File: src/rtl/eight_way_grant_arbiter_pkg.sv
// Shared definitions for the eight-way round-robin grant arbiter.
// Contents: requester count, index width, hold counter width, FSM state enum,
// and the round-robin winner search function.
package eight_way_grant_arbiter_pkg;

    localparam int unsigned NREQ  = 8;
    localparam int unsigned IDX_W = 3;
    localparam int unsigned CNT_W = 8;

    typedef enum logic {
        IDLE  = 1'b0,
        GRANT = 1'b1
    } arb_state_t;

    // First set request bit searching ptr+1, ptr+2, ... modulo NREQ.
    // The ptr slot itself is the last candidate. Returns ptr when req is empty.
    function automatic logic [IDX_W-1:0] rr_next(input logic [NREQ-1:0]  req,
                                                  input logic [IDX_W-1:0] ptr);
        logic [IDX_W-1:0] cand;
        logic             found;
        rr_next = ptr;
        found   = 1'b0;
        for (int unsigned k = 1; k <= NREQ; k++) begin
            cand = IDX_W'(ptr + IDX_W'(k));
            if (!found && req[cand]) begin
                rr_next = cand;
                found   = 1'b1;
            end
        end
    endfunction

endpackage

File: src/rtl/eight_way_grant_arbiter_line_decoder.sv
// 3-to-8 line decoder with enable.
// Ports: i_idx (3-bit index), i_en (enable), o_onehot_c (one-hot, zero when disabled).
module line_decoder_3to8
    import eight_way_grant_arbiter_pkg::*;
(
    input  logic [IDX_W-1:0] i_idx,
    input  logic             i_en,
    output logic [NREQ-1:0]  o_onehot_c
);

    always_comb begin
        o_onehot_c = '0;
        if (i_en) begin
            o_onehot_c[i_idx] = 1'b1;
        end
    end

endmodule

File: src/rtl/eight_way_grant_arbiter.sv
// Round-robin arbiter sharing one resource among eight requesters with a
// request/done handshake and a one-cycle idle gap between owners.
// Optional feature macro: ARB_TIMEOUT_EN (forced release after TIMEOUT cycles).
// Ports:
//   clk, rst       - clock, synchronous active-high reset
//   req[7:0]       - level-sensitive request vector
//   done           - owner ends its grant (ignored while idle)
//   grant_idx[2:0] - registered owner index
//   grant_en       - registered grant-active flag
//   grant[7:0]     - one-hot decode of grant_idx gated by grant_en
//   busy           - copy of grant_en
//   timeout        - one-cycle pulse on forced release
module eight_way_grant_arbiter
    import eight_way_grant_arbiter_pkg::*;
#(
    parameter int unsigned TIMEOUT = 16
) (
    input  logic             clk,
    input  logic             rst,
    input  logic [NREQ-1:0]  req,
    input  logic             done,
    output logic [IDX_W-1:0] grant_idx,
    output logic             grant_en,
    output logic [NREQ-1:0]  grant,
    output logic             busy,
    output logic             timeout
);

    arb_state_t       r_state;
    logic [IDX_W-1:0] r_grant_idx;
    logic [IDX_W-1:0] r_ptr;
    logic             r_grant_en;

    logic [IDX_W-1:0] w_winner;
    logic             w_release;
    logic             w_hold_expired;

    assign w_winner  = rr_next(req, r_ptr);
    // Owner-driven release: explicit done or the owner withdrawing its request.
    assign w_release = done | ~req[r_grant_idx];

`ifdef ARB_TIMEOUT_EN
    logic [CNT_W-1:0] r_hold_cnt;
    logic             r_timeout;

    assign w_hold_expired = (r_hold_cnt == CNT_W'(TIMEOUT - 1));

    // Hold counter sits at zero while idle, so it starts at zero on grant entry.
    // The timeout pulse is suppressed when an owner release lands on the same edge.
    always_ff @(posedge clk) begin
        if (rst) begin
            r_hold_cnt <= '0;
            r_timeout  <= 1'b0;
        end else begin
            r_timeout <= (r_state == GRANT) && !w_release && w_hold_expired;
            if (r_state == GRANT) begin
                r_hold_cnt <= r_hold_cnt + CNT_W'(1);
            end else begin
                r_hold_cnt <= '0;
            end
        end
    end

    assign timeout = r_timeout;
`else
    logic w_unused_timeout;

    assign w_unused_timeout = (TIMEOUT == 0);
    assign w_hold_expired   = 1'b0;
    assign timeout          = 1'b0;
`endif

    // Arbitration FSM; ptr advances only when a new grant is issued.
    always_ff @(posedge clk) begin
        if (rst) begin
            r_state     <= IDLE;
            r_grant_idx <= '0;
            r_grant_en  <= 1'b0;
            r_ptr       <= IDX_W'(NREQ - 1);
        end else begin
            case (r_state)
                IDLE: begin
                    if (|req) begin
                        r_grant_idx <= w_winner;
                        r_ptr       <= w_winner;
                        r_grant_en  <= 1'b1;
                        r_state     <= GRANT;
                    end
                end
                GRANT: begin
                    if (w_release || w_hold_expired) begin
                        r_grant_en <= 1'b0;
                        r_state    <= IDLE;
                    end
                end
                default: begin
                    r_state    <= IDLE;
                    r_grant_en <= 1'b0;
                end
            endcase
        end
    end

    line_decoder_3to8 u_decoder (
        .i_idx      (r_grant_idx),
        .i_en       (r_grant_en),
        .o_onehot_c (grant)
    );

    assign grant_idx = r_grant_idx;
    assign grant_en  = r_grant_en;
    assign busy      = r_grant_en;

endmodule

File: config.mk
export PLATFORM = sky130hd
export DESIGN_NAME = eight_way_grant_arbiter
export DESIGN_NICKNAME = d
export VERILOG_FILES = /design/src/rtl/eight_way_grant_arbiter_pkg.sv /design/src/rtl/eight_way_grant_arbiter_line_decoder.sv /design/src/rtl/eight_way_grant_arbiter.sv
export SDC_FILE = /design/constraint.sdc
export NUM_CORES = 1
export LEC_CHECK = 0
export CORE_MARGIN = 5
export CORE_UTILIZATION = 55
export CTS_CLUSTER_DIAMETER = 30
export DETAILED_ROUTE_END_ITERATION = 10
export PLACE_DENSITY_LB_ADDON = 0.12
export REMOVE_ABC_BUFFERS = 1
export SETUP_SLACK_MARGIN = 0.1
export SLEW_MARGIN = 20
export SYNTH_ARGS = -nofsm -noshare
export SYNTH_HDL_FRONTEND = slang
export SYNTH_SLANG_ARGS = --single-unit
File: constraint.sdc
create_clock -name clk -period 7.6 [get_ports clk]
set_input_delay 1.52 -clock clk [delete_from_list [all_inputs] [get_ports clk]]
set_output_delay 1.52 -clock clk [all_outputs]
set_load 0.01 [all_outputs]
==> impl_results.md <==
- Most common cell after layout, fill and taps aside: clkdlybuf4s50_1
- Pleak: about 0.00059 µW
- Hold path startpoint: r_state
- Bufs and invs on worst path: 1
- Pwr/cell area: 441 nW/µm²
- Port bufs: 23
- Outcome: finished clean
- Final Hold Violating Endpoints: 0
- Setup Crit Path Kind: reg2reg
- Clock slew at reported path FFs: 0.06 ns
- Peak per-stage delay on the critical path: 0.87 ns
- Post-synthesis sequential area ratio: a little under an eighth
- Vias in the first global route: about 1200
- Worst slack, placed: 3.30 ns
- Max-slew violation count: 0
- FF-to-FF setup slack: 3.26 ns
- Minimum setup slack in the final design: 3.26 ns
- Period utilization: 57.2%
- First-pass GRT wire length: 6000 µm
- H-tree levels: 1
- Critical Path End Type: register
- Pre-Repair DR Iteration Count: 4
- Peak supply drop: 0.000394 V
- TritonCTS clock tree: done
- CTS root buf: clkbuf_4
- Post-CTS Resized: 0
- Grt ovf: 0
- Vias post-DR: 1324
- Synthesized cell area: 1370 µm²
- Hold slack: 0.526 ns
- Site row count: 18
- Final #Nets: 191
- GRT Resource Usage Total: 21.8%
- Die Y: 59.8 µm
- Routed Antenna Nets: 0
- Reg-to-Reg Start: r_ptr[0]
- Post-synth ARST share: 0%
- Antenna cells: 0
- # IOs: 25
- Most frequent cells in the layout: clkdlybuf4s50_1, nor2_1, mux2i_1
- Max Fclk: 230 MHz
- Worst-Margin Slew: 0.842 ns
- Die area: 3580 µm²
- Core area: 2430 µm²
- Via density per instance: 6.43
- Postcts setup bufs: 0
- Initial antenna violation count: 0
- Post-DP HPWL: about 2800 µm
- Routed Wire Length: 3610 µm
- GPL Wtd Cong: 0.830
- Critical path, cell by cell: clkinv_1 > ha_1 > mux2_2 > mux4_2 > and3_1 > o31a_1 > o32ai_1 > nand4_1 > nand3_1 > a21oi_2
- CTS Sinks: 8
- EDFF count, synth: 0
- Mapped Avg Cell Area: 8.43 µm²
- Synth warnings: 0
- Top FF cell, synth: dfxtp_1
- Max-cap violations: 0
- Post-layout min period: 4.34 ns
- Setup TNS: 0 ns
- Die X: 59.8 µm
- Starting Density: 56.1%
- CP arrival: 4.48 ns
- Unrepaired setup endpoints after global routing: false
- Pin count of the biggest net entering global routing: 21
- Startpoint types: register
- CP max-delay cell: dfxtp_1
- WL/cell: roughly 18 µm
- Setup Skew: 0.00947 ns
- FILL cells: approximately 210
- Worst path required time: between 7 and 8 ns
- Cell count after synthesis: about 160
- Path depth of the worst reg2reg path: 10
- Max_slew headroom: a little over two fifths
- Worst Hold Path Cells: 2
- Total CTS buffers: 3
- Worst r2r dst: grant_idx[1]
- Hold-fix buffers, CTS: 0
- Distinct cells, synth: 49
- Hold endpoint: r_state
- # setup viols final: 0
- Overall Power: 695 µW
- Crit-path max FO: 20
- Family with the most delay on the worst path: multiplexers
- Register bit count reported by yosys: 8
- Layout area overhead: 15.4%
- Share of cells above drive strength 1: 10.8%
- Skew-Pair Late Insertion Delay: 0.26 ns
- Clk buf depth: 2
- Min-Delay Path Class: reg2reg
- DRC violations left: 0
- Initial DRC Count: 52
## registers in the layout, indices dropped and copies added, names as in the netlist
| signal | cells |
|---|---|
| r_ptr | 3 |
| grant_idx | 3 |
| busy | 1 |
| r_state | 1 |
## worst max-delay path by stage
stage	cells after the start	endpoint	startpoint
4_1_cts	10	grant_idx[1]	r_ptr[0]
6_report	10	grant_idx[1]	r_ptr[0]
5_1_grt	10	r_ptr[1]	r_ptr[0]
2_1_floorplan	9	grant_idx[1]	r_ptr[0]
3_5_place_dp	9	grant_idx[1]	req[1]
3_3_place_gp	9	grant_idx[1]	req[0]
## stage by stage
step,cells,cell area (µm²),util [%]
floorplan,150,1280,-
global placement,203,1550,63.8
detailed placement,203,1550,63.8
CTS,206,1580,64.8
global route,206,1580,64.8
finish,206,1580,64.8
## final cells by class
class	count	area, µm²	share of cell area, %
sequential	8	160	10.2
clock buffer	3	22.5	1.43
multi-input combinational	135	1100	69.7
tap	30	37.5	2.38
timing repair buffer	23	230	14.6
inverter	7	26.3	1.67
## cells by family after synthesis
logic type	Yosys count	synth area share, %
and+or+nand+nor	55	20.5
AOI/OAI and AO/OA	40	20.0
muxes	31	34.0
buffers and inverters	19	7.79
DFF	8	11.7
xor gates and xnor gates	6	3.85
adders and majority gates	2	1.83
other	1	0.275
## layer usage
metal	vias up	track usage [%]	wire length [µm]
met5	-	0	0
met4	0	7.28	19
met3	2	1.73	204
met2	46	37.7	1810
met1	630	28.4	1570
li1	646	-	-
## report_power, final
| group | leakage (µW) | switching [µW] | internal [µW] |
|---|---|---|---|
| logic | 0.000512 | 283 | 268 |
| clock network | 0.0000138 | 16.2 | 18.2 |
| registers | 0.0000667 | 52.7 | 56.5 |
## worst reg2reg max path, cell delays in order, from the launching register on
cell and delay, ns:
dfxtp_1 0.87, clkinv_1 0.43, ha_1 0.82, mux2_2 0.41, mux4_2 0.54, and3_1 0.21, o31a_1 0.27, o32ai_1 0.34
nand4_1 0.14, nand3_1 0.13, a21oi_2 0.06
## cells in the mapped netlist, drive strengths merged (2+ instances only)
library cell | number | share of area, %
nor2 | 19 | 5.2
mux2i | 16 | 12
a21oi | 13 | 5.0
nand2 | 12 | 3.3
mux4 | 11 | 18
buf | 9 | 5.0
dfxtp | 8 | 12
nand2b | 8 | 3.7
inv | 6 | 1.6
nor3 | 6 | 3.0
o21ai | 6 | 2.2
xnor2 | 5 | 3.2
mux2 | 4 | 3.8
clkbuf | 3 | 0.82
o21a | 3 | 1.6
a211oi | 2 | 1.1
ha | 2 | 1.8
o221ai | 2 | 1.3
o22a | 2 | 1.3
or4 | 2 | 1.1
(Power assumes the default switching activity.)
